**config.mk**
```make
export PLATFORM = sky130hd
export DESIGN_NAME = inst_fifo_flat
export DESIGN_NICKNAME = d
export VERILOG_FILES = /design/src/rtl/inst_fifo_if.sv /design/src/rtl/inst_fifo.sv /design/src/flat_wrapper.sv
export SDC_FILE = /design/constraint.sdc
export NUM_CORES = 2
export LEC_CHECK = 0
export CAP_MARGIN = 20
export CORE_MARGIN = 10
export CORE_UTILIZATION = 41
export CTS_CLUSTER_SIZE = 28
export DETAILED_ROUTE_END_ITERATION = 7
export SYNTH_ARGS = -nofsm -noshare
export SYNTH_HDL_FRONTEND = slang
export SYNTH_SLANG_ARGS = --single-unit
```
**constraint.sdc**
```tcl
create_clock -name clk -period 7.3 [get_ports clk]
set_input_delay 0.73 -clock clk [delete_from_list [all_inputs] [get_ports clk]]
set_output_delay 0.73 -clock clk [all_outputs]
set_load 0.01 [all_outputs]
```
**src/rtl/inst_fifo_if.sv**
```systemverilog
// Fetch/decode handshake bundle for the dual-ported instruction buffer.
// master = fetch/decode side, slave = the FIFO itself.
interface inst_fifo_if;
   logic        flush;
   logic        write_en1;
   logic        write_en2;
   logic [31:0] write_inst1;
   logic [31:0] write_inst2;
   logic [31:0] write_addr1;
   logic [31:0] write_addr2;
   logic        read_en1;
   logic        read_en2;
   logic [31:0] read_inst1;
   logic [31:0] read_inst2;
   logic [31:0] read_addr1;
   logic [31:0] read_addr2;
   logic        read_valid1;
   logic        read_valid2;
   logic        empty;
   logic        fifo_full;

   modport master (
      output flush, write_en1, write_en2,
      output write_inst1, write_inst2,
      output write_addr1, write_addr2,
      output read_en1, read_en2,
      input  read_inst1, read_inst2,
      input  read_addr1, read_addr2,
      input  read_valid1, read_valid2,
      input  empty, fifo_full
   );

   modport slave (
      input  flush, write_en1, write_en2,
      input  write_inst1, write_inst2,
      input  write_addr1, write_addr2,
      input  read_en1, read_en2,
      output read_inst1, read_inst2,
      output read_addr1, read_addr2,
      output read_valid1, read_valid2,
      output empty, fifo_full
   );
endinterface

```
**src/rtl/inst_fifo.sv**
```systemverilog
// Dual-write/dual-read show-ahead instruction buffer between fetch and decode.
// Optional macro INST_FIFO_PERF_EN adds full/empty cycle counters.
module inst_fifo #(
   parameter int DEPTH = 16
) (
   input logic        clk,
   input logic        rst,
   inst_fifo_if.slave bus
`ifdef INST_FIFO_PERF_EN
   ,
   output logic [31:0] perf_full_cycles,
   output logic [31:0] perf_empty_cycles
`endif
);

   localparam int AW = $clog2(DEPTH);

   logic [31:0]   inst_mem [DEPTH];
   logic [31:0]   addr_mem [DEPTH];
   logic [AW-1:0] wr_ptr;
   logic [AW-1:0] rd_ptr;
   logic [AW-1:0] wr_ptr1;
   logic [AW-1:0] rd_ptr1;
   logic [AW:0]   count;
   logic [AW:0]   count_nxt;
   logic [1:0]    nw;
   logic [1:0]    nr;
   logic          valid1;
   logic          valid2;
   logic          full;

   assign wr_ptr1 = wr_ptr + AW'(1);
   assign rd_ptr1 = rd_ptr + AW'(1);
   assign valid1  = (count != '0);
   assign valid2  = (count >= (AW+1)'(2));
   assign full    = (count >= (AW+1)'(DEPTH - 1));

   // Accepted write/read counts; full is judged on the registered count
   always_comb begin
      nw = 2'd0;
      nr = 2'd0;
      if (!full && bus.write_en1)
         nw = bus.write_en2 ? 2'd2 : 2'd1;
      if (bus.read_en1 && valid1)
         nr = (bus.read_en2 && valid2) ? 2'd2 : 2'd1;
      count_nxt = count + (AW+1)'(nw) - (AW+1)'(nr);
   end

   // Pointer and occupancy state; flush empties the buffer in one edge
   always_ff @(posedge clk or negedge rst) begin
      if (!rst) begin
         wr_ptr <= '0;
         rd_ptr <= '0;
         count  <= '0;
      end else if (bus.flush) begin
         wr_ptr <= '0;
         rd_ptr <= '0;
         count  <= '0;
      end else begin
         wr_ptr <= wr_ptr + AW'(nw);
         rd_ptr <= rd_ptr + AW'(nr);
         count  <= count_nxt;
      end
   end

   // Entry storage; slot 2 lands one past slot 1, wrapping naturally
   always_ff @(posedge clk) begin
      if (!bus.flush && nw != 2'd0) begin
         inst_mem[wr_ptr] <= bus.write_inst1;
         addr_mem[wr_ptr] <= bus.write_addr1;
      end
      if (!bus.flush && nw == 2'd2) begin
         inst_mem[wr_ptr1] <= bus.write_inst2;
         addr_mem[wr_ptr1] <= bus.write_addr2;
      end
   end

   assign bus.read_valid1 = valid1;
   assign bus.read_valid2 = valid2;
   assign bus.read_inst1  = valid1 ? inst_mem[rd_ptr]  : '0;
   assign bus.read_addr1  = valid1 ? addr_mem[rd_ptr]  : '0;
   assign bus.read_inst2  = valid2 ? inst_mem[rd_ptr1] : '0;
   assign bus.read_addr2  = valid2 ? addr_mem[rd_ptr1] : '0;
   assign bus.empty       = !valid1;
   assign bus.fifo_full   = full;

`ifdef INST_FIFO_PERF_EN
   // Saturating stall counters; survive flush, cleared only by reset
   always_ff @(posedge clk or negedge rst) begin
      if (!rst) begin
         perf_full_cycles  <= '0;
         perf_empty_cycles <= '0;
      end else begin
         if (full && perf_full_cycles != '1)
            perf_full_cycles <= perf_full_cycles + 32'd1;
         if (!valid1 && perf_empty_cycles != '1)
            perf_empty_cycles <= perf_empty_cycles + 32'd1;
      end
   end
`endif

endmodule
```
**src/flat_wrapper.sv**
```systemverilog
// flat-port wrapper written by rule: the top's interface ports become plain ports
module inst_fifo_flat 
#(
   parameter int DEPTH = 16
)
  (clk, rst, bus_flush, bus_write_en1, bus_write_en2, bus_write_inst1, bus_write_inst2, bus_write_addr1, bus_write_addr2, bus_read_en1, bus_read_en2, bus_read_inst1, bus_read_inst2, bus_read_addr1, bus_read_addr2, bus_read_valid1, bus_read_valid2, bus_empty, bus_fifo_full);
  inst_fifo_if bus_i ();
  input logic clk;
  input logic rst;
  input wire logic [$bits(bus_i.flush)-1:0] bus_flush;
  input wire logic [$bits(bus_i.write_en1)-1:0] bus_write_en1;
  input wire logic [$bits(bus_i.write_en2)-1:0] bus_write_en2;
  input wire logic [$bits(bus_i.write_inst1)-1:0] bus_write_inst1;
  input wire logic [$bits(bus_i.write_inst2)-1:0] bus_write_inst2;
  input wire logic [$bits(bus_i.write_addr1)-1:0] bus_write_addr1;
  input wire logic [$bits(bus_i.write_addr2)-1:0] bus_write_addr2;
  input wire logic [$bits(bus_i.read_en1)-1:0] bus_read_en1;
  input wire logic [$bits(bus_i.read_en2)-1:0] bus_read_en2;
  output wire logic [$bits(bus_i.read_inst1)-1:0] bus_read_inst1;
  output wire logic [$bits(bus_i.read_inst2)-1:0] bus_read_inst2;
  output wire logic [$bits(bus_i.read_addr1)-1:0] bus_read_addr1;
  output wire logic [$bits(bus_i.read_addr2)-1:0] bus_read_addr2;
  output wire logic [$bits(bus_i.read_valid1)-1:0] bus_read_valid1;
  output wire logic [$bits(bus_i.read_valid2)-1:0] bus_read_valid2;
  output wire logic [$bits(bus_i.empty)-1:0] bus_empty;
  output wire logic [$bits(bus_i.fifo_full)-1:0] bus_fifo_full;
  assign bus_i.flush = bus_flush;
  assign bus_i.write_en1 = bus_write_en1;
  assign bus_i.write_en2 = bus_write_en2;
  assign bus_i.write_inst1 = bus_write_inst1;
  assign bus_i.write_inst2 = bus_write_inst2;
  assign bus_i.write_addr1 = bus_write_addr1;
  assign bus_i.write_addr2 = bus_write_addr2;
  assign bus_i.read_en1 = bus_read_en1;
  assign bus_i.read_en2 = bus_read_en2;
  assign bus_read_inst1 = bus_i.read_inst1;
  assign bus_read_inst2 = bus_i.read_inst2;
  assign bus_read_addr1 = bus_i.read_addr1;
  assign bus_read_addr2 = bus_i.read_addr2;
  assign bus_read_valid1 = bus_i.read_valid1;
  assign bus_read_valid2 = bus_i.read_valid2;
  assign bus_empty = bus_i.empty;
  assign bus_fifo_full = bus_i.fifo_full;
  inst_fifo #(.DEPTH(DEPTH)) u_core (.clk(clk), .rst(rst), .bus(bus_i));
endmodule
```
==> flow_metrics.tcl <==
set metrics [dict create \
    grt_pass1_vias 37784 \
    period_share 0.855 \
    synth-edff-count 1024 \
    drc_errors 0 \
    hold_violations 0 \
    end_kind "output port" \
    maxCapViolCount 0 \
    rows 141 \
    worst_setup_path_start_kind "flip-flop" \
    cts_tree "yes" \
    finalMaxSlewViolations 0 \
    track_usage 0.237 \
    post-route-min-period_ps 6240 \
    worstSetupPathType "reg2out" \
    routabilityCongestion 0.762 \
    wl_um 198000 \
    p_per_area_nw_per_um2 332 \
    die_h_um 406 \
    hp-class "in2async" \
    p_leak_uw 0.0216 \
    timing.slew.headroom 0.208 \
    cts_max_level 3 \
    clock_path_buffers 3 \
    cts_buffers 118 \
    async_flop_share 0.0125 \
    cts.sinks 1037 \
    max_stage_delay_ps 1180 \
    gr-total-overflow 0 \
    cp_cell_sequence "ha_4 > a21boi_0 > a21oi_1 > o22ai_4 > buf_4 > a22oi_1 > a31oi_1 > clkdlybuf4s50_1" \
    synth_seq_cells 1037 \
    avgViaCountPerCell 6.43 \
    yosysSeqAreaShare 0.510 \
    ir_drop_mv 0.286 \
    worstPathMaxFanout 61 \
    critPathRequiredTime_ps 6570 \
    antenna_left 0 \
    mostFrequentLayoutCells "edfxtp_1 (1024), mux2_2 (795), mux4_2 (512)" \
    postCtsHoldBufs 0 \
    place_ws_ps 1790 \
    post_cts_buffers 0 \
    die-area_um2 165000 \
    clk_latency_ps 740 \
    grt_max_degree 132 \
    power_uw 22800 \
    worst_pin_slew_ps 1190 \
    cts.clk_slew.worst_paths_ps 60 \
    synth_nets 3737 \
    antenna_found_initial 29 \
    initial_core_util 0.412 \
    drt_iter0_drc 3952 \
    setup_viol 0 \
    final_nets 3790 \
    cts-resized-gates 0 \
    postSynthAreaPerCell_um2 17.0 \
    num_vias 36445 \
    syn_inst 3583 \
    hpwlAfterDp_um 107000 \
    num_io_pins 267 \
    status "complete, no violations" \
    yosys_warnings 0 \
    dr.pass1.iters 7 \
    fillers 12722 \
    cp_data_arrival_time_ps 5510 \
    crit_path_top_delay_cell "dfrtp_4" \
    finClkSkew_ps 20.2 \
    syn-cell-area_um2 61000 \
    chipWidth_um 406 \
    yosysUniqueCellTypes 46 \
    worst_slack_ps 1060 \
    wl_per_cell_um 35.0 \
    port-buffer-count 266 \
    synth-main-ff-cell "edfxtp_1" \
    layout-drive-gt1-share 0.452 \
    setup_tns_ps 0 \
    fmax_mhz 160 \
    grt_pass1_wl_um 282000 \
    coreArea_um2 148000 \
    dp.cells 5446 \
    clockRootBuffer "clkbuf_16" \
    rsz0062_at_grt "no" \
    layout_commonest_cell "edfxtp_1" \
    area_delta_synth_final_pct 12.9 \
    stdcell_count 5670 \
]
==> synthesized netlist by cell type, drive strengths merged, types with 19 or more instances <==
cell | n | area, um^2
buf | 210 | 1360
mux4 | 512 | 11500
clkbuf | 205 | 769
edfxtp | 1024 | 30700
nor2 | 19 | 88.8
inv | 19 | 71.3
a31oi | 64 | 400
nand2 | 19 | 71.3
a22oi | 64 | 480
mux2 | 1024 | 11900
o22ai | 68 | 425
nand2b | 130 | 813
mux2i | 129 | 1290
==> layer usage <==
layer  wire length, um  GRT usage  share of wire  vias up
li1                  -          -              -    14887
met1             81200      0.318           0.41    19621
met2             96100      0.387           0.48     1554
met3             14800     0.0468          0.075      351
met4              6090     0.0738          0.031       32
met5               208          0         0.0010        -
==> through the flow <==
| stage | util | cell area (um^2) | hold slack (ps) |
|---|---|---|---|
| after floorplan | - | 61000 | 434 |
| after CTS | 0.466 | 68800 | 379 |
| after global routing | 0.466 | 68800 | 405 |
| after detailed placement | 0.441 | 65200 | 645 |
| after global placement | 0.441 | 65100 | 631 |
| final | 0.466 | 68900 | 413 |
==> state kept, by name, summed over array words and instances (netlist names) <==
name	count
u_core.count	5
u_core.inst_mem	512
u_core.addr_mem	512
u_core.rd_ptr	4
u_core.wr_ptr	4
==> worst max-delay path, delay by kind of cell, from the launching register on <==
| kind | cells | cell delay, ps |
|---|---|---|
| buffers and inverters | 2 | 1220 |
| adder cells (fa/ha/maj) | 1 | 310 |
| AO/OA/AOI/OAI | 5 | 2000 |
| flip-flops | 1 | 1180 |
==> final cells by class <==
| class | count | area (um^2) | share of cell area |
|---|---|---|---|
| multi-input combinational | 2112 | 28100 | 0.408 |
| tap | 1930 | 2410 | 0.0351 |
| clock inverter | 73 | 583 | 0.00847 |
| clock buffer | 147 | 3100 | 0.0451 |
| antenna | 4 | 10.0 | 0.000145 |
| timing repair buffer | 348 | 3500 | 0.0509 |
| inverter | 19 | 71.3 | 0.00104 |
| sequential | 1037 | 31100 | 0.451 |
==> path summary, 6_finish.rpt <==
check | cells after the start | slack [ps] | from | endpoint
max in group asynchronous | 1 | 6370 | rst | u_core.rd_ptr[1]
max reg2reg | 8 | 3190 | u_core.count[4] | u_core.inst_mem[8][10]
max | 8 | 1060 | u_core.rd_ptr[1] | bus_read_addr2[13]
min in group clk | 2 | 670 | u_core.wr_ptr[3] | u_core.wr_ptr[3]
min | 1 | 410 | rst | u_core.count[1]
min reg2reg | 2 | 670 | u_core.wr_ptr[3] | u_core.wr_ptr[3]
==> power by group <==
group	total, uW	internal, uW	switching (uW)
clock	5820	3280	2540
combinational	10100	5150	4970
sequential	6910	6710	198
total	22800	15100	7700
==> cells by family (layout without fill, tap and decap cells) <==
kind of cell | after synthesis | count (layout) | share of synthesized area
adders and majority gates | 19 | 19 | 0.00439
xor gates and xnor gates | 6 | 6 | 0.000862
DFF | 1037 | 1037 | 0.510
buffers and inverters | 434 | 587 | 0.0361
AOI/OAI and AO/OA | 228 | 228 | 0.0244
other | 0 | 4 | 0
and+or+nand+nor | 194 | 194 | 0.0193
muxes | 1665 | 1665 | 0.405
(Power assumes the default switching activity.)
